File: src/rtl/frame_packer.sv
// Buffers a 1-8 word payload from a valid/ready stream, then emits one gap-free frame:
// header, channel word, payload, CRC-16/CCITT, trailer, big-endian on a registered 16-bit bus.
module frame_packer #(
    parameter logic [31:0] HEADER    = 32'hE0E0E0E0,
    parameter logic [31:0] TRAILER   = 32'h0E0E0E0E,
    parameter int unsigned HDR_HOLD  = 1,
    parameter logic [15:0] IDLE_WORD = 16'h0000
) (
    input  logic        clk_in,
    input  logic        rst_n,
    input  logic        start,
    input  logic [7:0]  channel,
    input  logic [3:0]  len,
    input  logic        abort,
    input  logic [15:0] pay_data,
    input  logic        pay_valid,
    output logic        pay_ready,
    output logic [15:0] data_out,
    output logic        busy,
    output logic        frame_done,
    output logic        req_err
);

    localparam int          DATA_W   = 16;
    localparam int          BUF_D    = 8;
    localparam logic [1:0]  HOLD_L   = 2'(HDR_HOLD);
    localparam logic [15:0] CRC_POLY = 16'h1021;

    typedef enum logic [3:0] {
        S_IDLE,
        S_LOAD,
        S_HDR_H,
        S_HDR_L,
        S_CHAN,
        S_DATA,
        S_CRC,
        S_TRL_H,
        S_TRL_L
    } state_t;

    // One payload word folded into the CRC, MSB first, 16 bits per call.
    function automatic logic [15:0] crc16_word(input logic [15:0] crc, input logic [15:0] d);
        logic [15:0] c;
        logic        fb;
        c = crc;
        for (int i = DATA_W - 1; i >= 0; i--) begin
            fb = c[15] ^ d[i];
            c  = {c[14:0], 1'b0};
            if (fb) c = c ^ CRC_POLY;
        end
        return c;
    endfunction

    state_t              r_state;
    logic [3:0]          r_cnt;
    logic [1:0]          r_hold;
    logic [3:0]          r_len;
    logic [7:0]          r_chan;
    logic [15:0]         r_crc;
    logic [DATA_W-1:0]   r_buf [BUF_D];
    logic [15:0]         r_data_out;
    logic                r_frame_done;
    logic                r_req_err;

    state_t              w_state_nxt;
    logic [3:0]          w_cnt_nxt;
    logic [1:0]          w_hold_nxt;
    logic [3:0]          w_len_nxt;
    logic [7:0]          w_chan_nxt;
    logic [15:0]         w_crc_nxt;
    logic                w_buf_we;
    logic [15:0]         w_word_nxt;
    logic                w_done_nxt;
    logic                w_req_err_nxt;
    logic                w_req_ok;
    logic                w_cnt_last;

    assign w_req_ok   = (len >= 4'd1) && (len <= 4'd8) &&
                        (channel != 8'h00) && ((channel & (channel - 8'd1)) == 8'h00);
    assign w_cnt_last = (r_cnt == (r_len - 4'd1));

    always_comb begin
        w_state_nxt   = r_state;
        w_cnt_nxt     = r_cnt;
        w_hold_nxt    = r_hold;
        w_len_nxt     = r_len;
        w_chan_nxt    = r_chan;
        w_crc_nxt     = r_crc;
        w_buf_we      = 1'b0;
        w_done_nxt    = 1'b0;
        w_req_err_nxt = 1'b0;
        case (r_state)
            S_IDLE: begin
                if (start) begin
                    if (w_req_ok) begin
                        w_state_nxt = S_LOAD;
                        w_chan_nxt  = channel;
                        w_len_nxt   = len;
                        w_crc_nxt   = 16'h0000;
                        w_cnt_nxt   = 4'd0;
                    end else begin
                        w_req_err_nxt = 1'b1;
                    end
                end
            end
            S_LOAD: begin
                // abort wins over a transfer in the same cycle
                if (abort) begin
                    w_state_nxt = S_IDLE;
                    w_cnt_nxt   = 4'd0;
                end else if (pay_valid) begin
                    w_buf_we  = 1'b1;
                    w_crc_nxt = crc16_word(r_crc, pay_data);
                    if (w_cnt_last) begin
                        w_state_nxt = S_HDR_H;
                        w_cnt_nxt   = 4'd0;
                    end else begin
                        w_cnt_nxt = r_cnt + 4'd1;
                    end
                end
            end
            S_HDR_H: begin
                w_state_nxt = S_HDR_L;
                w_hold_nxt  = 2'd0;
            end
            S_HDR_L: begin
                if (r_hold == HOLD_L) begin
                    w_state_nxt = S_CHAN;
                end else begin
                    w_hold_nxt = r_hold + 2'd1;
                end
            end
            S_CHAN: begin
                w_state_nxt = S_DATA;
                w_cnt_nxt   = 4'd0;
            end
            S_DATA: begin
                if (w_cnt_last) begin
                    w_state_nxt = S_CRC;
                end else begin
                    w_cnt_nxt = r_cnt + 4'd1;
                end
            end
            S_CRC:   w_state_nxt = S_TRL_H;
            S_TRL_H: w_state_nxt = S_TRL_L;
            S_TRL_L: begin
                w_state_nxt = S_IDLE;
                w_done_nxt  = 1'b1;
            end
            default: w_state_nxt = S_IDLE;
        endcase
    end

    // The output register is loaded with the word of the state being entered.
    always_comb begin
        w_word_nxt = IDLE_WORD;
        case (w_state_nxt)
            S_HDR_H: w_word_nxt = HEADER[31:16];
            S_HDR_L: w_word_nxt = HEADER[15:0];
            S_CHAN:  w_word_nxt = {8'h00, w_chan_nxt};
            S_DATA:  w_word_nxt = r_buf[w_cnt_nxt[2:0]];
            S_CRC:   w_word_nxt = r_crc;
            S_TRL_H: w_word_nxt = TRAILER[31:16];
            S_TRL_L: w_word_nxt = TRAILER[15:0];
            default: w_word_nxt = IDLE_WORD;
        endcase
    end

    always_ff @(posedge clk_in or negedge rst_n) begin
        if (!rst_n) begin
            r_state      <= S_IDLE;
            r_cnt        <= 4'd0;
            r_hold       <= 2'd0;
            r_len        <= 4'd0;
            r_chan       <= 8'h00;
            r_crc        <= 16'h0000;
            r_data_out   <= IDLE_WORD;
            r_frame_done <= 1'b0;
            r_req_err    <= 1'b0;
        end else begin
            r_state      <= w_state_nxt;
            r_cnt        <= w_cnt_nxt;
            r_hold       <= w_hold_nxt;
            r_len        <= w_len_nxt;
            r_chan       <= w_chan_nxt;
            r_crc        <= w_crc_nxt;
            r_data_out   <= w_word_nxt;
            r_frame_done <= w_done_nxt;
            r_req_err    <= w_req_err_nxt;
        end
    end

    // Payload storage carries data only, so it has no reset.
    always_ff @(posedge clk_in) begin
        if (w_buf_we) begin
            r_buf[r_cnt[2:0]] <= pay_data;
        end
    end

    assign pay_ready  = (r_state == S_LOAD);
    assign busy       = (r_state != S_IDLE);
    assign data_out   = r_data_out;
    assign frame_done = r_frame_done;
    assign req_err    = r_req_err;

endmodule

File: config.mk
export PLATFORM = sky130hd
export DESIGN_NAME = frame_packer
export DESIGN_NICKNAME = d
export VERILOG_FILES = /design/src/rtl/frame_packer.sv
export SDC_FILE = /design/constraint.sdc
export NUM_CORES = 1
export LEC_CHECK = 0
export ABC_AREA = 1
export CORE_MARGIN = 2
export CORE_UTILIZATION = 50
export DETAILED_ROUTE_END_ITERATION = 10
export PLACE_DENSITY_LB_ADDON = 0.1
export SLEW_MARGIN = 40
export SYNTH_ARGS = -nofsm -noshare
export SYNTH_HDL_FRONTEND = slang
export SYNTH_SLANG_ARGS = --single-unit
File: constraint.sdc
create_clock -name clk_in -period 3.4 [get_ports clk_in]
set_input_delay 0.68 -clock clk_in [delete_from_list [all_inputs] [get_ports clk_in]]
set_output_delay 0.68 -clock clk_in [all_outputs]
set_load 0.1 [all_outputs]
# [After elaboration in Yosys (flattened, before gate mapping)]
# Memory sizes are Yosys's and may differ from the RTL's.
# Cells that the tools add are included.
[op_classes] n_addsub=4 n_mux=96 shifts=0 div_mod_pow=0 bitwise_logic=33 multipliers=0 n_eq_ne=24 magnitude_cmp=2 reduce_logical=16
[op_table] operator="16-bit two-way mux" count=49
[op_table] operator="13-bit two-way mux" count=16
[op_table] operator="16-bit case mux with 5 select lines" count=1
[op_table] operator="4-bit two-way mux" count=13
[op_table] operator="3-bit inverter" count=16
[op_table] operator="4-bit by 3-bit == test with 1-bit output, second input constant" count=8
[op_table] operator="16-bit case mux with 2 select lines" count=1
[op_table] operator="4-bit case mux with 8 select lines" count=1
[op_table] operator="8-bit two-way mux" count=3
[op_table] operator="4-bit by 2-bit == test with 1-bit output, second input constant" count=4
[op_table] operator="4-bit case mux with 4 select lines" count=1
[op_table] operator="1-bit XOR" count=16
[op_table] operator="2-bit != test, second input constant" count=6
[op_table] operator="5-bit AND reduction" count=2
[op_table] operator="1-bit two-way mux" count=9
[op_table] operator="8-bit AND" count=1
[op_table] operator="4-bit == test, second input constant" count=2
[op_table] operator="8-bit zero test" count=1
[op_table] operator="4-bit nonzero test" count=2
[op_table] operator="8-bit nonzero test" count=1
[op_table] operator="8-bit by 1-bit subtractor with 8-bit output, second input constant" count=1
[op_table] operator="4-bit by 1-bit adder with 4-bit output, second input constant" count=1
[op_table] operator="4-bit by 1-bit == test with 1-bit output, second input constant" count=1
[op_table] operator="4-bit == test" count=1
[op_table] operator="other kinds (14)" count=18
[word_totals] wordCells=186 input_bits=33 ram_bits=128 n_memories=1 mem_bits_ro=0 reg_bits=56 output_inout_bits=20 latchBits=0
[memory_table] name="r_buf" words=8 word_bits=16 rd=1 rd_ports_with_merged_regs=0 wr=1 line="60" rtl="logic [DATA_W-1:0] r_buf [BUF_D];"

# [Logic depth before layout (Yosys ltp)]
[logic_depth] depth_word=80 mapped_depth=22 ltp_nobuf=21

# [Least setup slack after synthesis]
# OpenSTA, ideal clock, no wires.
[synth_path] path_type="reg2reg" from="register r_state[3]" to="memory r_buf[0][0], enable pin" path_buffers=0 synth_period_minus_slack_ns=2.921 arrival_ns=2.512 setup_ns=0.409 stages_incl_launch_ff=8 t_required_ns=2.991 setup_slack_ns=0.479 path_cell_list="dfrtp_1 > nor2_1 > nand2_2 > inv_2 > nand2_4 > inv_2 > nand2_1 > nor3_1"
[synth_between] elab_chain_len=4
[synth_rtl] item="start, declared" line="54" rtl="state_t r_state;"
[synth_rtl] item="start signal, assigned" line="181" rtl="r_state <= w_state_nxt;"
[synth_rtl] item="4-bit by 1-bit == test with 1-bit output"
[synth_rtl] item="named net pay_ready" line="17" rtl="output logic pay_ready,"
[synth_rtl] item="1-bit two-way mux" line="92" rtl="case (r_state)"
[synth_rtl] item="1-bit two-way mux" line="195" rtl="if (w_buf_we) begin"
[synth_rtl] item="1-bit two-way mux (implied by the code)" line="196" rtl="r_buf[r_cnt[2:0]] <= pay_data;"
[synth_rtl] item="end, declared" line="60"
# The timed path passes the listed nets, and every way through them passes these cells.

# [Final worst setup path]
[layout_path] from="register r_len[0]" to="register r_data_out[4], in the netlist data_out[4]"
[layout_between] elab_chain_len=9 elab_cells_between_ends=23 classes_between="1 x add/sub; 8 x eq/ne; 11 x mux; 2 x reduce/logical; 1 x memory"
[layout_rtl] item="start, declared" line="57" rtl="logic [3:0] r_len;"
[layout_rtl] item="start signal, assigned" line="184" rtl="r_len <= w_len_nxt;"
[layout_rtl] item="4-bit by 1-bit subtractor with 4-bit output (*)" line="80" rtl="assign w_cnt_last = (r_cnt == (r_len - 4'd1));"
[layout_rtl] item="4-bit == test (*)" line="80"
[layout_rtl] item="parallel branches: the longest is 6 deep, another holds memory 8 x 16 bit"
[layout_rtl] item="16-bit case mux with 5 select lines (*)" line="157" rtl="case (w_state_nxt)"
[layout_rtl] item="named net w_word_nxt[4]" line="72" rtl="logic [15:0] w_word_nxt;"
[layout_rtl] item="end signal, assigned" line="187" rtl="r_data_out <= w_word_nxt;"
[layout_rtl] item="end, declared" line="61" rtl="logic [15:0] r_data_out;"
# Mark *: on every way through the listed nets, which the timed path passes. The select of a mux whose other input is x is not followed.
# A chain may end at the register's enable or synchronous reset.

==> run_results.csv <==
group,metric,value,unit
final_layout,final_area,10200,um^2
floorplanning,fp-row-count,48,
power,p_total,10.1,mW
critical_path,critical_path_class,"register to register",
cts,root_buffer,"clkbuf_16",
run,maxCapViolCount,0,
status,status,"finished clean",
timing,finalSetupTns,0,ns
timing,post-route-period-util,0.875,
cts,cts.clk_slew.worst_paths,0.07,ns
cts,cts.repair.resized,0,
critical_path,cp-start-kind,"register",
synth,synth-edff-count,128,
cts,clock_path_buffers,2,
cts,cts_setup_buffers,0,
floorplanning,num_io_pins,53,
synth,synth_warnings,0,
timing,fmax,0.336,GHz
timing,slew_violations,0,
power,ir_drop,0.492,mV
critical_path,crit_fanout,28,
routing,vias_per_cell,5.42,
final_layout,final_cells,1174,
critical_path,critical_path.endpoint_type,"register",
power,p_leak,4.51,nW
final_layout,area_growth,15.6,%
final_layout,post-route-util,0.591,
timing,fin_skew,0.00694,ns
placement,dp_cells,1142,
routing,drc_errors,0,
placement,gp_congestion,0.848,
critical_path,r2r-start,"r_len[0]$_DFFE_PN0P_",
cts,numCtsBuffers,17,
timing,rsz0062_at_grt,"false",
timing,post-route-min-period,2.98,ns
timing,hold_violations,0,
final_layout,nets,973,
critical_path,reg2reg_to,"data_out[4]$_DFF_PN0_",
placement,hpwlAfterDp,14.4,mm
critical_path,worstRegToRegCells,16,
final_layout,drive_above_1_share,0.131,
synth,synthTopCellsByArea,"edfxtp_1, dfrtp_1, nand3_1",
global_routing,grt-ovfl-total,0,
floorplanning,start_util,0.512,
cts,postCtsHoldBufs,0,
synth,synthesis.area,8850,um^2
floorplanning,die_x,137,um
synth,synth_most_common_cell,"nand2_1",
critical_path,reg2reg_setup_slack,0.42,ns
floorplanning,core-area,17300,um^2
floorplanning,fp.dieH,137,um
synth,synth_cells,873,
critical_path,arrival,3.29,ns
placement,numPortBuffers,52,
synth,ys.flop_type,"edfxtp_1",
final_layout,diodes,0,
routing,drt_iter0_markers,518,
synth,synth_area_per_cell,10.1,um^2
synth,async_reset_ff_frac,0.304,
routing,wire_per_inst,18.6,um
synth,synth_top_area_share,0.434,
synth,synth_area_leader_cell,"edfxtp_1",
power,cellPowerDensity,990,nW/um^2
routing,first_pass_iters,5,
cts,cts_tree,"done",
global_routing,antenna_found_initial,0,
global_routing,grt_usage,0.248,
routing,ant_nets,0,
cts,clock_latency,0.43,ns
routing,dr_total_vias,6359,
cts,cts_sinks,184,
synth,synth_cell_types,37,
global_routing,grt_pass1_wl,33.9,mm
synth,ys_seq_elements,184,
synth,netlist_top_cells_count,"nand2_1, nand3_1, edfxtp_1, inv_1, dfrtp_1",
cts,cts_max_level,4,
critical_path,crit_required,3.72,ns
placement,placed_area,9670,um^2
synth,ys_seq_area_frac,0.593,
routing,wl,21.9,mm
timing,setup_viol,0,
timing,maxSlewHeadroom,0.534,
synth,syn_nets,910,
global_routing,grt_max_degree,57,
global_routing,grt_pass1_vias,6283,
timing,tightest_slew,0.696,ns
floorplanning,die-area,18800,um^2
hold_path,hold_path.class,"primary input to async pin",
area by class of cell:
cell class	count	area, um^2
Fill cell	1452	7070
Sequential cell	184	5250
Multi-Input combinational cell	523	2950
Timing Repair Buffer	81	707
Inverter	129	484
Clock buffer	19	433
Tap cell	225	282
Clock inverter	13	123
sequential cells by signal, summed over array words and instances (netlist names):
signal,flops
frame_done,1
r_buf,128
r_len,4
r_cnt,4
r_state,4
req_err,1
r_hold,2
r_crc,16
r_chan,8
data_out,16
cells by family after synthesis:
family	share of synthesized area
DFF	0.593
adders and majority gates	0.00566
buffers and inverters	0.0803
xor gates and xnor gates	0.0601
AOI/OAI and AO/OA	0.0341
and+or+nand+nor	0.227
worst max-delay path by stage:
stage                              start                      to  slack (ns)  cells past startpoint
floorplan           r_state[3]$_DFF_PN0_   r_buf[0][0]$_DFFE_PP_        0.48                      7
global placement               pay_valid  data_out[12]$_DFF_PN0_        0.33                     13
detailed placement            channel[1]   data_out[4]$_DFF_PN0_        0.30                     15
CTS                 r_len[0]$_DFFE_PN0P_   data_out[4]$_DFF_PN0_        0.44                     16
global route        r_len[0]$_DFFE_PN0P_   data_out[0]$_DFF_PN0_        0.14                     16
finish              r_len[0]$_DFFE_PN0P_   data_out[4]$_DFF_PN0_        0.42                     16
metrics by stage:
step | hold slack [ns] | setup WS [ns]
2_1_floorplan | 0.384 | 0.479
3_3_place_gp | 0.464 | 0.329
3_5_place_dp | 0.466 | 0.296
4_1_cts | 0.429 | 0.437
5_1_grt | 0.355 | 0.143
6_report | 0.311 | 0.424
routing by layer:
metal  global-route usage  routed length (um)  up-vias
li1                     -                   -     3014
met1                0.327                9410     3075
met3               0.0537                1550       40
met2                0.402               10400      230
met5                    0                   0        -
met4               0.0974                 562        0
worst max-delay path, stage by stage, from the launching register on:
cell and delay (ns):
dfrtp_1 0.39, inv_1 0.07, ha_1 0.31, xor2_1 0.15, nand2_1 0.10, nor2_4 0.15
nand2_2 0.10, ha_1 0.28, o21ai_1 0.13, nor2_1 0.07, nand2_2 0.21, buf_4 0.36
nand3b_1 0.13, nand3_1 0.11, nand3_1 0.07, nand3_1 0.15, nand2_1 0.07
power breakdown:
part           switching (mW)  internal (mW)  leakage [nW]
Combinational            3.63           1.76          2.35
Clock                   0.858           1.02         0.263
Sequential              0.182           2.68          1.89
cell usage in the layout, fill, tap and decap left out, drive strengths merged:
cell	instances
clkdlybuf4s50	31
clkinv	7
nand4	4
nor3	10
or2	1
a21boi	3
a221oi	4
xnor2	21
o22ai	3
bufinv	1
or3	1
clkinvlp	3
nor2	27
ha	4
a21oi	9
nand3b	47
nand2	184
dfrtp	56
o21ai	33
nand3	140
edfxtp	128
inv	131
xor2	32
buf	50
clkbuf	19
Note: power is estimated with default switching activity, not from simulation.
